### src/rtl/uart_rom_loader_if.sv
// ROM write port of the UART program loader.
// The loader drives it (master) and the instruction ROM write side receives it (slave).
interface uart_rom_loader_if #(
    parameter int ADDR_W = 8
);
    logic              rom_we;
    logic [ADDR_W-1:0] rom_addr;
    logic [31:0]       rom_wdata;

    modport master (
        output rom_we,
        output rom_addr,
        output rom_wdata
    );

    modport slave (
        input rom_we,
        input rom_addr,
        input rom_wdata
    );
endinterface

### src/rtl/uart_rom_loader.sv
// UART 8N1 receiver that assembles a little-endian program image into 32-bit words.
// Each word is written to instruction ROM at consecutive addresses starting from 0.
// The CPU is held in reset until either the halt word is written or the last ROM address is filled.
module uart_rom_loader #(
    parameter int          WAIT      = 8,
    parameter int          ADDR_W    = 8,
    parameter logic [31:0] HALT_WORD = 32'h0000_000A
) (
    input  logic               clk,
    input  logic               reset,
    input  logic               uart_rx,
    uart_rom_loader_if.master  rom,
    output logic               cpu_hold,
    output logic               done,
    output logic               frame_err
);

    typedef enum logic [2:0] {
        ST_IDLE  = 3'd0,
        ST_START = 3'd1,
        ST_DATA  = 3'd2,
        ST_STOP  = 3'd3,
        ST_BREAK = 3'd4,
        ST_DONE  = 3'd5
    } state_t;

    localparam int            CW        = $clog2(WAIT + 1);
    localparam logic [CW-1:0] HALF_LAST = CW'(WAIT / 2 - 1);
    localparam logic [CW-1:0] BIT_LAST  = CW'(WAIT - 1);
    localparam logic [CW-1:0] CNT_ONE   = CW'(1);

    // A write ends loading if it carries the halt word or it fills the top ROM address.
    function automatic logic is_last_word(input logic [31:0] data, input logic [ADDR_W-1:0] addr);
        return (data == HALT_WORD) || (addr == {ADDR_W{1'b1}});
    endfunction

    state_t            state_r;
    state_t            state_nx_s;
    logic              rx_meta_r;
    logic              rx_sync_r;
    logic [CW-1:0]     cyc_cnt_r;
    logic [2:0]        bit_cnt_r;
    logic [7:0]        shift_r;
    logic [23:0]       word_r;
    logic [1:0]        byte_cnt_r;
    logic              rom_we_r;
    logic [ADDR_W-1:0] rom_addr_r;
    logic [31:0]       rom_wdata_r;
    logic              cpu_hold_r;
    logic              done_r;
    logic              frame_err_r;

    logic              cnt_clr_s;
    logic              bit_clr_s;
    logic              data_smp_s;
    logic              byte_ok_s;
    logic              frame_bad_s;
    logic              term_s;

    assign term_s = rom_we_r && is_last_word(rom_wdata_r, rom_addr_r);

    // Two-flop synchroniser for the asynchronous serial line, idle high.
    always_ff @(posedge clk or negedge reset) begin
        if (!reset) begin
            rx_meta_r <= 1'b1;
            rx_sync_r <= 1'b1;
        end else begin
            rx_meta_r <= uart_rx;
            rx_sync_r <= rx_meta_r;
        end
    end

    // FSM state register.
    always_ff @(posedge clk or negedge reset) begin
        if (!reset) begin
            state_r <= ST_IDLE;
        end else begin
            state_r <= state_nx_s;
        end
    end

    // FSM next state and per-cycle datapath strobes; bit sampling happens mid-bit.
    always_comb begin
        state_nx_s  = state_r;
        cnt_clr_s   = 1'b0;
        bit_clr_s   = 1'b0;
        data_smp_s  = 1'b0;
        byte_ok_s   = 1'b0;
        frame_bad_s = 1'b0;
        case (state_r)
            ST_IDLE: begin
                if (term_s) begin
                    state_nx_s = ST_DONE;
                end else if (!rx_sync_r) begin
                    state_nx_s = ST_START;
                    cnt_clr_s  = 1'b1;
                end else begin
                    state_nx_s = ST_IDLE;
                end
            end
            ST_START: begin
                if (cyc_cnt_r == HALF_LAST) begin
                    cnt_clr_s  = 1'b1;
                    bit_clr_s  = 1'b1;
                    state_nx_s = rx_sync_r ? ST_IDLE : ST_DATA;
                end else begin
                    state_nx_s = ST_START;
                end
            end
            ST_DATA: begin
                if (cyc_cnt_r == BIT_LAST) begin
                    cnt_clr_s  = 1'b1;
                    data_smp_s = 1'b1;
                    state_nx_s = (bit_cnt_r == 3'd7) ? ST_STOP : ST_DATA;
                end else begin
                    state_nx_s = ST_DATA;
                end
            end
            ST_STOP: begin
                if (cyc_cnt_r == BIT_LAST) begin
                    cnt_clr_s = 1'b1;
                    if (rx_sync_r) begin
                        byte_ok_s  = 1'b1;
                        state_nx_s = ST_IDLE;
                    end else begin
                        frame_bad_s = 1'b1;
                        state_nx_s  = ST_BREAK;
                    end
                end else begin
                    state_nx_s = ST_STOP;
                end
            end
            ST_BREAK: begin
                state_nx_s = rx_sync_r ? ST_IDLE : ST_BREAK;
            end
            ST_DONE: begin
                state_nx_s = ST_DONE;
            end
            default: begin
                state_nx_s = ST_IDLE;
            end
        endcase
    end

    // Bit-period cycle counter, restarted at every sample point.
    always_ff @(posedge clk or negedge reset) begin
        if (!reset) begin
            cyc_cnt_r <= '0;
        end else if (cnt_clr_s) begin
            cyc_cnt_r <= '0;
        end else begin
            cyc_cnt_r <= cyc_cnt_r + CNT_ONE;
        end
    end

    // Data bit index and LSB-first shift register.
    always_ff @(posedge clk or negedge reset) begin
        if (!reset) begin
            bit_cnt_r <= 3'd0;
            shift_r   <= 8'h00;
        end else if (bit_clr_s) begin
            bit_cnt_r <= 3'd0;
        end else if (data_smp_s) begin
            shift_r[bit_cnt_r] <= rx_sync_r;
            bit_cnt_r          <= bit_cnt_r + 3'd1;
        end else begin
            bit_cnt_r <= bit_cnt_r;
        end
    end

    // Little-endian word assembly; the fourth valid byte launches the ROM write.
    always_ff @(posedge clk or negedge reset) begin
        if (!reset) begin
            word_r      <= 24'h000000;
            byte_cnt_r  <= 2'd0;
            rom_we_r    <= 1'b0;
            rom_wdata_r <= 32'h0000_0000;
        end else if (byte_ok_s) begin
            byte_cnt_r <= byte_cnt_r + 2'd1;
            case (byte_cnt_r)
                2'd0: begin
                    word_r[7:0] <= shift_r;
                    rom_we_r    <= 1'b0;
                end
                2'd1: begin
                    word_r[15:8] <= shift_r;
                    rom_we_r     <= 1'b0;
                end
                2'd2: begin
                    word_r[23:16] <= shift_r;
                    rom_we_r      <= 1'b0;
                end
                2'd3: begin
                    rom_we_r    <= 1'b1;
                    rom_wdata_r <= {shift_r, word_r};
                end
                default: begin
                    rom_we_r <= 1'b0;
                end
            endcase
        end else begin
            rom_we_r <= 1'b0;
        end
    end

    // Address advance after each write, frozen on the terminating write; done/hold status.
    always_ff @(posedge clk or negedge reset) begin
        if (!reset) begin
            rom_addr_r <= '0;
            cpu_hold_r <= 1'b1;
            done_r     <= 1'b0;
        end else if (term_s) begin
            cpu_hold_r <= 1'b0;
            done_r     <= 1'b1;
        end else if (rom_we_r) begin
            rom_addr_r <= rom_addr_r + {{(ADDR_W-1){1'b0}}, 1'b1};
        end else begin
            rom_addr_r <= rom_addr_r;
        end
    end

    // Sticky framing error flag for any stop bit sampled low.
    always_ff @(posedge clk or negedge reset) begin
        if (!reset) begin
            frame_err_r <= 1'b0;
        end else if (frame_bad_s) begin
            frame_err_r <= 1'b1;
        end else begin
            frame_err_r <= frame_err_r;
        end
    end

    assign rom.rom_we    = rom_we_r;
    assign rom.rom_addr  = rom_addr_r;
    assign rom.rom_wdata = rom_wdata_r;
    assign cpu_hold      = cpu_hold_r;
    assign done          = done_r;
    assign frame_err     = frame_err_r;

endmodule

### src/flat_wrapper.sv
// flat-port wrapper written by rule: the top's interface ports become plain ports
module uart_rom_loader_flat 
#(
    parameter int          WAIT      = 8,
    parameter int          ADDR_W    = 8,
    parameter logic [31:0] HALT_WORD = 32'h0000_000A
)
  (clk, reset, uart_rx, cpu_hold, done, frame_err, rom_rom_we, rom_rom_addr, rom_rom_wdata);
  uart_rom_loader_if #(.ADDR_W(ADDR_W)) rom_i ();
  input  logic clk;
  input  logic reset;
  input  logic uart_rx;
  output logic cpu_hold;
  output logic done;
  output logic frame_err;
  output wire logic [$bits(rom_i.rom_we)-1:0] rom_rom_we;
  output wire logic [$bits(rom_i.rom_addr)-1:0] rom_rom_addr;
  output wire logic [$bits(rom_i.rom_wdata)-1:0] rom_rom_wdata;
  assign rom_rom_we = rom_i.rom_we;
  assign rom_rom_addr = rom_i.rom_addr;
  assign rom_rom_wdata = rom_i.rom_wdata;
  uart_rom_loader #(.WAIT(WAIT), .ADDR_W(ADDR_W), .HALT_WORD(HALT_WORD)) u_core (.clk(clk), .reset(reset), .uart_rx(uart_rx), .rom(rom_i), .cpu_hold(cpu_hold), .done(done), .frame_err(frame_err));
endmodule
### config.mk
export PLATFORM = sky130hd
export DESIGN_NAME = uart_rom_loader_flat
export DESIGN_NICKNAME = d
export VERILOG_FILES = /design/src/rtl/uart_rom_loader_if.sv /design/src/rtl/uart_rom_loader.sv /design/src/flat_wrapper.sv
export SDC_FILE = /design/constraint.sdc
export NUM_CORES = 1
export LEC_CHECK = 0
export CAP_MARGIN = 40
export CORE_ASPECT_RATIO = 0.9
export CORE_MARGIN = 8
export CORE_UTILIZATION = 50
export DETAILED_ROUTE_END_ITERATION = 7
export GPL_ROUTABILITY_DRIVEN = 0
export GPL_TIMING_DRIVEN = 1
export MAX_ROUTING_LAYER = met4
export PLACE_DENSITY_LB_ADDON = 0.3
export SYNTH_ARGS = -nofsm -noshare
export SYNTH_HDL_FRONTEND = slang
export SYNTH_SLANG_ARGS = --single-unit
### constraint.sdc
create_clock -name clk -period 2.54 [get_ports clk]
set_clock_uncertainty 0.05 [all_clocks]
set_input_delay 0.381 -clock clk [delete_from_list [all_inputs] [get_ports clk]]
set_output_delay 0.381 -clock clk [all_outputs]
set_load 0.01 [all_outputs]
==> results of run 1 <==
-- sequential cells by signal, indices dropped and copies added, names as in the netlist, 2 cells and up --
register and flops:
u_core.bit_cnt_r 3, u_core.byte_cnt_r 2, u_core.cyc_cnt_r 4, u_core.rom.rom_addr 8, u_core.rom.rom_wdata 32, u_core.shift_r 8, u_core.state_r 3, u_core.word_r 24
-- cells in the final DEF, fill, tap and decap left out, types with 2 or more instances in the layout --
cell type,instances
mux2_4,3
nor2_1,11
nor4_1,7
nor3_1,3
nand3_1,7
a31oi_1,2
buf_4,6
nand2_2,3
or2_2,2
o211ai_1,2
nand3b_1,3
nand4_1,3
clkdlybuf4s50_1,45
inv_6,2
mux2_1,5
xnor2_1,5
and2_1,2
nand3b_2,2
clkbuf_8,9
xor2_1,5
a21o_1,2
dfstp_2,3
dfrtp_1,87
o21ai_0,3
inv_1,8
or3_1,3
nand2_1,12
mux2_2,56
a21oi_1,6
o22ai_1,2
clkinv_4,2
nand2b_1,3
ha_1,8
-- worst max-delay path, stage by stage (launching register included) --
cell and delay [ns]:
dfrtp_1 0.38, ha_1 0.20, or3b_1 0.38, or3_1 0.53, nor2_4 0.20, nand3_2 0.10, mux2_4 0.31
-- layout make-up --
type                       instances  share of cell area
clock buffer                      10              0.0278
clock inverter                     6              0.0158
multi-input combinational        174               0.324
inverter                           8             0.00654
timing repair buffer              51               0.108
sequential                        90               0.492
tap                               96              0.0262
-- power by group through the flow --
stage	sequential, uW	clock, uW	combinational [uW]
after floorplan	1610	0	372
after global placement	1680	0	407
after detailed placement	1690	0	420
after CTS	1660	1000	423
after global routing	1680	1060	474
final	1660	976	417
-- routing by layer --
metal  share of wire  up-vias  wire, um
met4           0.013        0        94
met2            0.47       34      3330
met5               0        -         0
met3           0.030        7       212
li1                -     1099         -
met1            0.49     1141      3480
-- stage by stage --
step,cell area (sq um),instances
after floorplan,3850,282
after global placement,4390,419
after detailed placement,4390,419
after CTS,4590,435
after global routing,4590,435
final,4590,435
-- cells by family after synthesis --
family	synth area share
muxes	0.190
buffers and inverters	0.0279
and+or+nand+nor	0.115
AOI/OAI and AO/OA	0.0325
DFF	0.586
xor gates and xnor gates	0.0227
adders and majority gates	0.0260
-- worst max-delay path by stage --
stage / start / end / slack [ns] / cells past startpoint
finish: u_core.cyc_cnt_r[0] / u_core.shift_r[6] / 0.28 / 6
global route: u_core.cyc_cnt_r[0] / u_core.shift_r[3] / 0.17 / 6
CTS: u_core.cyc_cnt_r[0] / u_core.shift_r[6] / 0.27 / 6
detailed placement: u_core.cyc_cnt_r[0] / u_core.shift_r[6] / 0.28 / 6
global placement: u_core.cyc_cnt_r[0] / u_core.shift_r[2] / 0.34 / 6
floorplan: u_core.cyc_cnt_r[0] / u_core.shift_r[2] / 0.34 / 8
==> metrics.txt, run 1 <==
Synth cell types 45; EDFF count, synth 0; main area contributors after synthesis dfrtp_1, mux2_2, ha_1; Hold/Removal Path Class in2async; first-pass GRT wire length ~12000 um; failing checks hold timing; normalized max-slew margin 0.591; Tcrit/Tclk final 0.891; DR pass1 iterations 4; vias in the first global route 2330; DIE AREA 10800 sq um; Area Growth Syn to Fin 19.2%; met3 Use GR 0.0252; TritonCTS buffer count 9; WL final just over 7000 um; post-route setup slack around 0.28 ns; Fill cells between 500 and 600; Gate Count Post-Synth ~280; all-layer global routing usage 0.144; CP required 2.72 ns; number of synthesis warnings 0; combinational cell fraction of total power 0.137; CTS tree done; HPWL after DPL 5040 um; # H-tree levels 3; drt wl/cell between 15 and 20 um; layout cells sized above 1 0.280; clk_lat worst skew 0.35 ns; critical path data arrival time between 2 and 2.5 ns; Achievable Freq around 0.44 GHz; Core ar. 7510 sq um; area occupied by multi-input gates 1490 sq um; CTS-repair resized insts 0; RSZ-0062 raised after global routing false; Clock transition at path regs 0.09 ns; effective utilization at floorplan 0.513; CTS Root Cell clkbuf_8; CP Launch Type flip-flop; GRT Max-Usage Layer met2; CP Capture Type flip-flop; worst slew pin tran roughly 0.61 ns; chip height 99.2 um; antenna violations before repair 0; die span in x 108 um; Seq/Total Area, Yosys 0.586; ANT nets after route 0; reg2reg end u_core.shift_r[6]; synth cell count leaders dfrtp_1, mux2_2, nand2_1; Cell Area, Synth 3850 sq um; Max-Cap Viols 0; # rows 30; flop2flop setup slack 0.28 ns; Total Power around 3100 uW; area leader, netlist dfrtp_1; Slew Viols, Final 0; pre-CTS setup slack 0.284 ns; # nets final 345; RR Startpoint u_core.cyc_cnt_r[0]; Port Buffers 46; switching power 870 uW; Reg area between 2000 and 2500 sq um; Hold WS -0.00531 ns; Seq cells post-synth 90; Final setup violation count 0; Clock Path Buffers 2; Top FF cell, synth dfrtp_1; Pint 2180 uW; Final Hold Violating Endpoints 6; post-layout minimum cycle time 2.26 ns; setup_tns 0 ns; # DRC 0; final core utilization 0.611; Yosys top cell area share 0.565; post-CTS setup buffer count 0; drt initial violations 69; via count 2281; critical path type reg2reg; most numerous cell in the Yosys netlist dfrtp_1; Inserted Diodes 0; ys async rst share 1.00; syn nets about 300; gr ovfl total 0; Reg2Reg Depth 6; critical path peak fanout 6; largest net degree at the start of global routing 50; status finished, violations left; sw frac 0.285; clock power share 0.320; GR Util met1 0.189; Avg Inst Size Synth 13.7 sq um; drt via density 5.24; maximum vdd ir drop 324 uV; leakage roughly 0.0023 uW; sequential power share 0.544; Ports between 40 and 50; pwr/cell area 665 nW/um^2; met2 Use GR 0.217; CTS Sinks 90; Hold Buf Count CTS 0
Note: power is estimated with default switching activity, not from simulation.
==> inputs of run 2 (changes only) <==
- ABC_CLOCK_PERIOD_IN_PS: unset -> 2540
==> results of run 2 <==
Final layout, timing and power as in run 1 (identical DEF).
==> inputs of run 3 (changes only) <==
- CORE_ASPECT_RATIO: 0.9 -> 1.2
- CTS_CLUSTER_SIZE: unset -> 16
- HOLD_SLACK_MARGIN: unset -> 0.05
==> run 3 against run 2 <==
  * The flow now finishes without violations
  * Highest routed layer unchanged
  * Flip-flop and latch count stayed put
  * Largest cell class unchanged
  * Critical endpoint unchanged
  * Routed wire length increased by 3.7%
  * Sequential power is essentially flat
  * Global-route usage rose by 0.45 points
  * Critical path depth stayed put
==> metrics.txt, run 3 (same netlist as run 1, synthesis figures left out) <==
leading cell type in the layout, fill and taps excluded dfrtp_1; Hold/Removal Path Class reg2reg; Largest register FFs 32 (unchanged); critical path data arrival time 2.44 ns (about the same); Max-Cap Viols 0 (unchanged); vias in the first global route 2324 (-0.26%); CTS Root Cell clkbuf_8; post-CTS setup buffer count 0 (unchanged); drt initial violations 92 (+33%); gr ovfl total 0 (unchanged); first-pass GRT wire length 11900 um (+0.29%); all-layer global routing usage 0.148 (+0.00449); Slew Viols, Final 0 (unchanged); CP Capture Type flip-flop; post-route setup slack 0.278 ns (+0.00226 ns); worst slew pin tran 0.522 ns (-0.0918 ns); ANT nets after route 0 (unchanged); largest net degree at the start of global routing 52 (+4.0%); DIE AREA 10800 sq um (about the same); Hold WS 0.310 ns (+0.315 ns); Fill cells 618 (+4.7%); Clock transition at path regs 0.08 ns (about the same); CP max stage delay 0.53 ns (about the same); setup_tns 0 ns (unchanged); die span in x 96.1 um (-11%); # nets final 345 (unchanged); DR pass1 iterations 4 (unchanged); RSZ-0062 raised after global routing false; area occupied by multi-input gates 1490 sq um (unchanged); # rows 35 (+17%); Reg area 2260 sq um (unchanged); Achievable Freq 0.442 GHz (about the same); Port Buffers 46 (unchanged); Inserted Diodes 0 (unchanged); drt via density 5.41 (+3.2%); maximum vdd ir drop 446 uV (+38%); critical path type reg2reg; normalized max-slew margin 0.652 (+0.0612); chip height 112 um (+13%); post-layout minimum cycle time 2.26 ns (-0.00226 ns); Area Growth Syn to Fin 18.7%; most frequent cells in the layout dfrtp_1, mux2_2, clkdlybuf4s50_1; CP required 2.72 ns (about the same); leakage 0.00227 uW (-0.35%); pwr/cell area 646 nW/um^2 (-2.8%); # DRC 0 (unchanged); clk_lat worst skew 0.35 ns (about the same); pre-CTS setup slack 0.289 ns (+0.00508 ns); crit-path cells ha_1 > or3b_1 > or3_1 > nor2_4 > nand3_2 > mux2_4; critical path peak fanout 6 (unchanged); CP Launch Type flip-flop; HPWL after DPL 5220 um (+3.5%); antenna violations before repair 0 (unchanged); status finished, final reports clean; CTS tree done; Tcrit/Tclk final 0.890 (about the same); Core ar. 7580 sq um (+0.92%); effective utilization at floorplan 0.508 (-0.00466); # H-tree levels 3 (unchanged); WL final 7380 um (+3.7%); placed cells 414 (-1.2%); Final Hold Violating Endpoints 0 (-6); Ports 47 (unchanged); Total Power 2950 uW (-3.2%); via count 2326 (+2.0%); CTS Sinks 90 (unchanged); layout cells sized above 1 0.272 (-0.00805); TritonCTS buffer count 9 (unchanged); Crit-path slowest cell or3_1; non-filler instance count after layout 430 (-1.1%); Final setup violation count 0 (unchanged); Clock Path Buffers 2 (unchanged); drt wl/cell 17.2 um (+4.9%)
## run 3: changes by cell type in the layout (fill, tap and decap cells not counted), moves of 2 or more
cell	before	now
clkbuf_8	9	11
buf_4	6	4
inv_6	2	0
clkinv_4	2	0
## run 3: final cells by class
cell class,count,area share
inverters,8,0.00657
multi-input cells,174,0.325
well taps,92,0.0252
flip-flops and latches,90,0.494
repair buffers,51,0.112
clock buffers,13,0.0348
clock inverters,2,0.00274
## run 3: repair_timing
item                                   4_1_cts  5_1_grt
hold buffers                                 1        0
endpoints found under the hold margin       36        0
gates resized for setup                      0        0
## run 3: power by group
group | total, uW | internal [uW] | switching, uW
sequential | 1660 | 1530 | 136
combinational | 424 | 192 | 232
clock | 866 | 404 | 463
## run 3: routing by layer
| metal | global-route usage | part of all wire | vias to the layer above |
|---|---|---|---|
| li1 | - | - | 1099 |
| met1 | 0.180 | 0.45 | 1172 |
| met3 | 0.0320 | 0.047 | 12 |
| met4 | 0.0689 | 0.022 | 0 |
| met2 | 0.228 | 0.48 | 43 |
| met5 | - | 0 | - |
## run 3: worst max-delay path: cells and delay by family (launching register included)
kind	cells	cell delay [ns]
mux	1	0.31
flops	1	0.38
simple gates	4	1.20
fa+ha+maj	1	0.20
## run 3: per-stage QoR
step                      utilization  area, sq um
final                           0.603         4570
after global routing            0.603         4570
after CTS                       0.603         4570
after detailed placement        0.579         4390
after global placement          0.579         4390
after floorplan                     -         3850
## run 3: final timing paths
| check | from | end | slack, ns | cells past startpoint |
|---|---|---|---|---|
| max in group asynchronous | reset | u_core.byte_cnt_r[1] | 1.28 | 3 |
| worst max register to register | u_core.cyc_cnt_r[0] | u_core.shift_r[6] | 0.28 | 6 |
| min in group asynchronous | reset | u_core.rom.rom_addr[6] | 0.50 | 2 |
| worst min register to register | u_core.rx_meta_r | u_core.rx_sync_r | 0.31 | 0 |
| worst min-delay path | u_core.rx_meta_r | u_core.rx_sync_r | 0.31 | 0 |
| worst max-delay path | u_core.cyc_cnt_r[0] | u_core.shift_r[6] | 0.28 | 6 |
